## config.mk

```make
export PLATFORM = sky130hd
export DESIGN_NAME = uart_tx_fifo_flat
export DESIGN_NICKNAME = d
export VERILOG_FILES = /design/src/rtl/uart_pkg.sv /design/src/rtl/uart_tx_fifo_if.sv /design/src/rtl/uart_fifo_ram.sv /design/src/rtl/uart_tx_fifo.sv /design/src/flat_wrapper.sv
export SDC_FILE = /design/constraint.sdc
export NUM_CORES = 1
export LEC_CHECK = 0
export ABC_AREA = 1
export BUFFER_PORTS_ARGS = -buffer_cell sky130_fd_sc_hd__buf_2
export CORE_ASPECT_RATIO = 0.75
export CORE_MARGIN = 3
export CORE_UTILIZATION = 45
export DETAILED_ROUTE_END_ITERATION = 10
export PLACE_DENSITY = 0.65
export SLEW_MARGIN = 20
export SYNTH_ARGS = -nofsm -noshare
export SYNTH_HDL_FRONTEND = slang
export SYNTH_SLANG_ARGS = --single-unit
```

## constraint.sdc

```tcl
create_clock -name clk -period 3.6 [get_ports clk]
set_input_delay 0.54 -clock clk [delete_from_list [all_inputs] [get_ports clk]]
set_output_delay 0.54 -clock clk [all_outputs]
set_load 0.01 [all_outputs]
```

## src/rtl/uart_pkg.sv

```systemverilog
// Shared types and constants for the UART transmit FIFO: drain-FSM states,
// the busy-handshake timeout and the default FIFO depth.
package uart_pkg;

    typedef enum logic [1:0] {
        ST_IDLE      = 2'd0,
        ST_ISSUE     = 2'd1,
        ST_WAIT_BUSY = 2'd2,
        ST_WAIT_DONE = 2'd3
    } drain_state_t;

    localparam int BUSY_TIMEOUT  = 4;
    localparam int DEFAULT_DEPTH = 16;

    // Sized so that a timeout of 1 still gets a non-zero-width counter.
    localparam int TIMER_W = $clog2(BUSY_TIMEOUT + 1);

endpackage

```

## src/rtl/uart_tx_fifo_if.sv

```systemverilog
// Host-side push port, status flags and UART transmitter handshake of the
// transmit FIFO, bundled as one interface.
interface uart_tx_fifo_if
    import uart_pkg::*;
#(
    parameter int DEPTH = DEFAULT_DEPTH
) ();

    logic [7:0]             wr_data;
    logic                   wr_en;
    logic                   tx_busy;
    logic [7:0]             tx_data;
    logic                   tx_wr;
    logic                   full;
    logic                   empty;
    logic [$clog2(DEPTH):0] count;
    logic                   overflow;

    modport master (
        output wr_data,
        output wr_en,
        output tx_busy,
        input  tx_data,
        input  tx_wr,
        input  full,
        input  empty,
        input  count,
        input  overflow
    );

    modport slave (
        input  wr_data,
        input  wr_en,
        input  tx_busy,
        output tx_data,
        output tx_wr,
        output full,
        output empty,
        output count,
        output overflow
    );

endinterface

```

## src/rtl/uart_fifo_ram.sv

```systemverilog
// Byte storage for the transmit FIFO: synchronous write, combinational read.
// Contents are deliberately not reset; pointers alone define validity.
module uart_fifo_ram
    import uart_pkg::*;
#(
    parameter int DEPTH = DEFAULT_DEPTH
) (
    input  logic                     clk,
    input  logic                     i_we,
    input  logic [$clog2(DEPTH)-1:0] i_waddr,
    input  logic [7:0]               i_wdata,
    input  logic [$clog2(DEPTH)-1:0] i_raddr,
    output logic [7:0]               o_rdata
);

    logic [7:0] r_mem [DEPTH];

    always_ff @(posedge clk) begin
        if (i_we) begin
            r_mem[i_waddr] <= i_wdata;
        end
    end

    assign o_rdata = r_mem[i_raddr];

endmodule

```

## src/rtl/uart_tx_fifo.sv

```systemverilog
// Transmit FIFO in front of a UART transmitter: buffers host bytes and drains
// them one at a time using the transmitter's busy flag as the handshake.
//
// state      | meaning
// -----------+------------------------------------------------------------
// IDLE       | waiting for data in the FIFO and an idle transmitter
// ISSUE      | tx_wr high for one cycle, head byte on tx_data, pop
// WAIT_BUSY  | waiting for the transmitter to raise busy; bounded timeout
// WAIT_DONE  | transmitter busy; waiting for it to finish
module uart_tx_fifo
    import uart_pkg::*;
#(
    parameter int DEPTH = DEFAULT_DEPTH
) (
    input  logic          clk,
    input  logic          reset,
    uart_tx_fifo_if.slave bus
);

    localparam int AW = $clog2(DEPTH);
    localparam int PW = AW + 1;

    logic [PW-1:0]      r_wr_ptr;
    logic [PW-1:0]      r_rd_ptr;
    logic [PW-1:0]      r_count;
    logic               r_full;
    logic               r_empty;
    logic               r_overflow;

    drain_state_t       r_state;
    logic [TIMER_W-1:0] r_timer;
    logic               r_tx_wr;
    logic [7:0]         r_tx_data;

    logic               w_push;
    logic               w_pop;
    logic [PW-1:0]      w_wr_ptr_nxt;
    logic [PW-1:0]      w_rd_ptr_nxt;
    logic [7:0]         w_head;

    // A push against a full FIFO is dropped even if this cycle also pops.
    assign w_push = bus.wr_en && !r_full;
    assign w_pop  = (r_state == ST_ISSUE) && !r_empty;

    assign w_wr_ptr_nxt = w_push ? (r_wr_ptr + PW'(1)) : r_wr_ptr;
    assign w_rd_ptr_nxt = w_pop  ? (r_rd_ptr + PW'(1)) : r_rd_ptr;

    uart_fifo_ram #(
        .DEPTH (DEPTH)
    ) u_ram (
        .clk     (clk),
        .i_we    (w_push),
        .i_waddr (r_wr_ptr[AW-1:0]),
        .i_wdata (bus.wr_data),
        .i_raddr (r_rd_ptr[AW-1:0]),
        .o_rdata (w_head)
    );

    // Flags are computed from next-state pointers so they stay registered
    // yet agree with the pointers after every edge.
    always_ff @(posedge clk or posedge reset) begin
        if (reset) begin
            r_wr_ptr   <= '0;
            r_rd_ptr   <= '0;
            r_count    <= '0;
            r_full     <= 1'b0;
            r_empty    <= 1'b1;
            r_overflow <= 1'b0;
        end else begin
            r_wr_ptr <= w_wr_ptr_nxt;
            r_rd_ptr <= w_rd_ptr_nxt;
            r_count  <= w_wr_ptr_nxt - w_rd_ptr_nxt;
            r_empty  <= (w_wr_ptr_nxt == w_rd_ptr_nxt);
            r_full   <= (w_wr_ptr_nxt[AW] != w_rd_ptr_nxt[AW]) &&
                        (w_wr_ptr_nxt[AW-1:0] == w_rd_ptr_nxt[AW-1:0]);
            if (bus.wr_en && r_full) begin
                r_overflow <= 1'b1;
            end
        end
    end

    always_ff @(posedge clk or posedge reset) begin
        if (reset) begin
            r_state   <= ST_IDLE;
            r_timer   <= '0;
            r_tx_wr   <= 1'b0;
            r_tx_data <= 8'h00;
        end else begin
            r_tx_wr <= 1'b0;
            case (r_state)
                ST_IDLE: begin
                    if (!r_empty && !bus.tx_busy) begin
                        r_state   <= ST_ISSUE;
                        r_tx_wr   <= 1'b1;
                        r_tx_data <= w_head;
                    end
                end
                ST_ISSUE: begin
                    r_state <= ST_WAIT_BUSY;
                    r_timer <= TIMER_W'(BUSY_TIMEOUT - 1);
                end
                ST_WAIT_BUSY: begin
                    // No busy response in time: treat the byte as sent.
                    if (bus.tx_busy) begin
                        r_state <= ST_WAIT_DONE;
                    end else if (r_timer == '0) begin
                        r_state <= ST_IDLE;
                    end else begin
                        r_timer <= r_timer - TIMER_W'(1);
                    end
                end
                ST_WAIT_DONE: begin
                    if (!bus.tx_busy) begin
                        r_state <= ST_IDLE;
                    end
                end
                default: begin
                    r_state <= ST_IDLE;
                end
            endcase
        end
    end

    assign bus.tx_data  = r_tx_data;
    assign bus.tx_wr    = r_tx_wr;
    assign bus.full     = r_full;
    assign bus.empty    = r_empty;
    assign bus.count    = r_count;
    assign bus.overflow = r_overflow;

endmodule

```

## src/flat_wrapper.sv

```systemverilog
// flat-port wrapper written by rule: the top's interface ports become plain ports
module uart_tx_fifo_flat import uart_pkg::*;
#(
    parameter int DEPTH = DEFAULT_DEPTH
)
  (clk, reset, bus_wr_data, bus_wr_en, bus_tx_busy, bus_tx_data, bus_tx_wr, bus_full, bus_empty, bus_count, bus_overflow);
  uart_tx_fifo_if #(.DEPTH(DEPTH)) bus_i ();
  input  logic clk;
  input  logic reset;
  input wire logic [$bits(bus_i.wr_data)-1:0] bus_wr_data;
  input wire logic [$bits(bus_i.wr_en)-1:0] bus_wr_en;
  input wire logic [$bits(bus_i.tx_busy)-1:0] bus_tx_busy;
  output wire logic [$bits(bus_i.tx_data)-1:0] bus_tx_data;
  output wire logic [$bits(bus_i.tx_wr)-1:0] bus_tx_wr;
  output wire logic [$bits(bus_i.full)-1:0] bus_full;
  output wire logic [$bits(bus_i.empty)-1:0] bus_empty;
  output wire logic [$bits(bus_i.count)-1:0] bus_count;
  output wire logic [$bits(bus_i.overflow)-1:0] bus_overflow;
  assign bus_i.wr_data = bus_wr_data;
  assign bus_i.wr_en = bus_wr_en;
  assign bus_i.tx_busy = bus_tx_busy;
  assign bus_tx_data = bus_i.tx_data;
  assign bus_tx_wr = bus_i.tx_wr;
  assign bus_full = bus_i.full;
  assign bus_empty = bus_i.empty;
  assign bus_count = bus_i.count;
  assign bus_overflow = bus_i.overflow;
  uart_tx_fifo #(.DEPTH(DEPTH)) u_core (.clk(clk), .reset(reset), .bus(bus_i));
endmodule
```

==> results.md <==
- Period minus WS final: 2.31 ns
- Largest net degree at the start of global routing: 65
- Synth Register Bits: 160
- Fin crit share: between 60 and 70%
- # setup viols final: 0
- DRT Wirelength: 15700 µm
- GRT overflow: 0
- Clk network pwr share: a little over a quarter
- Initial Utilization: approximately 47%
- Vias per cell: roughly 5.4
- Setup TNS: 0 ns
- Detailed placement HPWL: ~10000 µm
- Clk buf depth: 2
- Antenna Nets Post-Route: 0
- Max cap viols: 0
- P_int: about 4000 µW
- Hold buffers post-CTS: 0
- Router iterations before antenna repair: 5
- Switching share of power: 39.4%
- Clock slew at reported path FFs: around 0.070 ns
- Number of CTS-inserted buffers: 17
- Final Skew: 0.00963 ns
- CTS tree: done
- Post-synth net total: a little over 600
- RSZ-0062 raised after global routing: no
- Post-Syn Area: 6710 µm²
- Post-place setup slack: 1.32 ns
- Critical path class: reg -> reg
- Post-synthesis sequential area ratio: between 60% and 70%
- Die Span Y: around 110 µm
- Clock tree sinks: 160
- Area grow syn2layout: 13.4%
- GP Congestion: 0.856
- Share of layout cells above drive strength 1: approximately an eighth
- Clk_lat worst skew: approximately 0.43 ns
- Power Dens Cells: roughly 870 nW/µm²
- WHS: 0.190 ns
- Peak supply drop: around 0.4 mV
- Routed vias: approximately 4500
- Nets@finish: between 600 and 700
- Crit path max-delay cell type: dfrtp_2
- Seq pwr share: a little under two fifths
- Final Hold Viols: 0
- Root buf cell: clkbuf_16
- WP data required: about 3.9 ns
- Worst path max stage delay: just under 0.6 ns
- Max frequency: around 0.43 GHz
- Leak: around 0.0029 µW
- H-Tree Depth: 4
- HP Class: in -> async
- Mapped Avg Cell Area: ~11 µm²
- Worst Path Arrival: approximately 2.6 ns
- Global router's overall resource usage: about a fifth
- CTS resizes: 0
- CP Capture Type: flip-flop
- IO buf count: 28
- # rows: 37
- Combinational share of power: around 35%
- Worst Tran Pin Value: ~1.0 ns
- Chip width: around 150 µm
- Global-route wire length before repair: 24700 µm
- Cell mode on critical path: nand2_1
- Postcts setup bufs: 0
- Synth Instances: 600
- Num ports: 29
- Vias in the first global route: 4330
- Yosys Warn Count: 0
- ANT cells: 0
- Post-DR wirelength/cell: 18.8 µm
- Fin util: between 50 and 60%
- Post-route setup slack: between 1 and 1.5 ns
- Worst path cell trace: buf_4 > xor2_1 > inv_1 > ha_1 > inv_1 > ha_1 > a21oi_1 > nor2_1 > nand2_1 > nand2_1 > nand2_1 > nand2_1
- Setup crit start kind: flip-flop
- CORE AREA: 14200 µm²
- Post-synth cell types: 29
- Crit-path max FO: 52
- Max_slew headroom: a little under a third
- Switch Pwr: 2620 µW
- Number of DRC markers in iteration 0: between 600 and 700
- Initial antenna violation count: 0
- Die area: 16400 µm²
- Remaining routing DRC violations: 0
- Status: completed
- Slew Viols, Final: 0
cells in the mapped netlist:
cell type | count | area share [%]
nor2_2 | 1 | 0.093
o21bai_1 | 1 | 0.11
or2_1 | 1 | 0.093
nor3_1 | 3 | 0.22
dfstp_2 | 1 | 0.39
nand2_1 | 83 | 4.6
nor2_4 | 2 | 0.34
buf_4 | 3 | 0.34
clkinv_1 | 1 | 0.056
nand3_1 | 20 | 1.5
a31oi_1 | 2 | 0.19
nand4_1 | 3 | 0.28
inv_1 | 30 | 1.7
ha_1 | 9 | 1.7
inv_2 | 4 | 0.22
nor2_1 | 130 | 7.3
o211ai_1 | 7 | 0.78
a21oi_1 | 5 | 0.37
nand2_2 | 6 | 0.56
o22ai_1 | 25 | 2.3
xor2_1 | 5 | 0.65
edfxtp_1 | 128 | 57
buf_2 | 7 | 0.52
dfrtp_1 | 31 | 12
nand3_2 | 1 | 0.15
o21ai_1 | 2 | 0.15
nand3_4 | 1 | 0.26
clkbuf_1 | 13 | 0.73
o21ai_0 | 75 | 5.6
state kept, by name, indices dropped and copies added (netlist names), named ones only:
signal and cells:
u_core.bus.tx_data 8, u_core.r_wr_ptr 4, u_core.r_timer 3, u_core.r_rd_ptr 5, u_core.bus.count 5, u_core.bus.empty 1
u_core.bus.tx_wr 1, u_core.bus.overflow 1, u_core.r_state 2, u_core.bus.full 1, u_core.u_ram.r_mem 128
metal layers:
metal / GRT usage, % / wire (µm) / up-vias
met5: 0 / 0 / -
met4: 6.58 / 274 / 0
met3: 3.86 / 1100 / 23
met2: 28.4 / 6880 / 175
met1: 30.3 / 7480 / 2194
li1: - / - / 2144
path summary, 6_finish.rpt:
check / startpoint / endpoint / slack [ns] / depth (start not counted)
setup / recovery: u_core.r_rd_ptr[0] / u_core.bus.count[4] / 1.29 / 12
hold / removal: reset / u_core.r_state[0] / 0.19 / 3
setup reg to reg: u_core.r_rd_ptr[0] / u_core.bus.count[4] / 1.29 / 12
hold reg to reg: u_core.bus.overflow / u_core.bus.overflow / 0.47 / 1
max in group asynchronous: reset / u_core.bus.empty / 3.08 / 3
min in group clk: bus_wr_en / u_core.bus.overflow / 0.42 / 3
cells in the final DEF (no fill, tap or decap), drive strengths merged, types with 5 or more instances in the layout:
cell	netlist	routed
nor2	133	133
edfxtp	128	128
nand2	89	89
o21ai	77	77
inv	34	44
buf	10	32
dfrtp	31	31
o22ai	25	25
nand3	22	22
clkbuf	13	17
ha	9	9
o211ai	7	7
a21oi	5	5
xor2	5	5
critical path: cells and delay by family (launching register included):
kind	cells	cell delay [ns]
buf+inv	3	0.66
flops	1	0.58
fa+ha+maj	2	0.32
simple gates	5	0.32
compound gates	1	0.18
xor+xnor	1	0.13
through the flow:
step | instances | power (µW) | area (µm²)
CTS | 836 | 6660 | 7610
finish | 836 | 6650 | 7610
global placement | 804 | 4800 | 7020
detailed placement | 804 | 4870 | 7020
floorplan | 600 | 4160 | 6710
global route | 836 | 7090 | 7610
kinds of logic after synthesis:
logic type      Yosys count  synth area share [%]
flops                   160                  69.2
xor+xnor                  5                 0.652
fa+ha+maj                 9                  1.68
compound gates          117                  9.52
simple gates            251                  15.4
buf+inv                  58                  3.54
cell type report:
class                           instances  area [µm²]
Fill cell                            1223        6550
Sequential cell                       160        4650
Multi-Input combinational cell        382        1830
Clock buffer                           17         425
Tap cell                              195         244
Timing Repair Buffer                   32         170
Clock inverter                         15         168
Inverter                               35         131
power by group through the flow:
stage / Combinational [µW] / Clock [µW] / Sequential, µW
after floorplan: 1620 / 0 / 2540
after global placement: 2230 / 0 / 2570
after detailed placement: 2280 / 0 / 2590
after CTS: 2300 / 1820 / 2550
after global routing: 2600 / 1900 / 2590
final: 2300 / 1800 / 2550
Note: power is estimated with default switching activity, not from simulation.
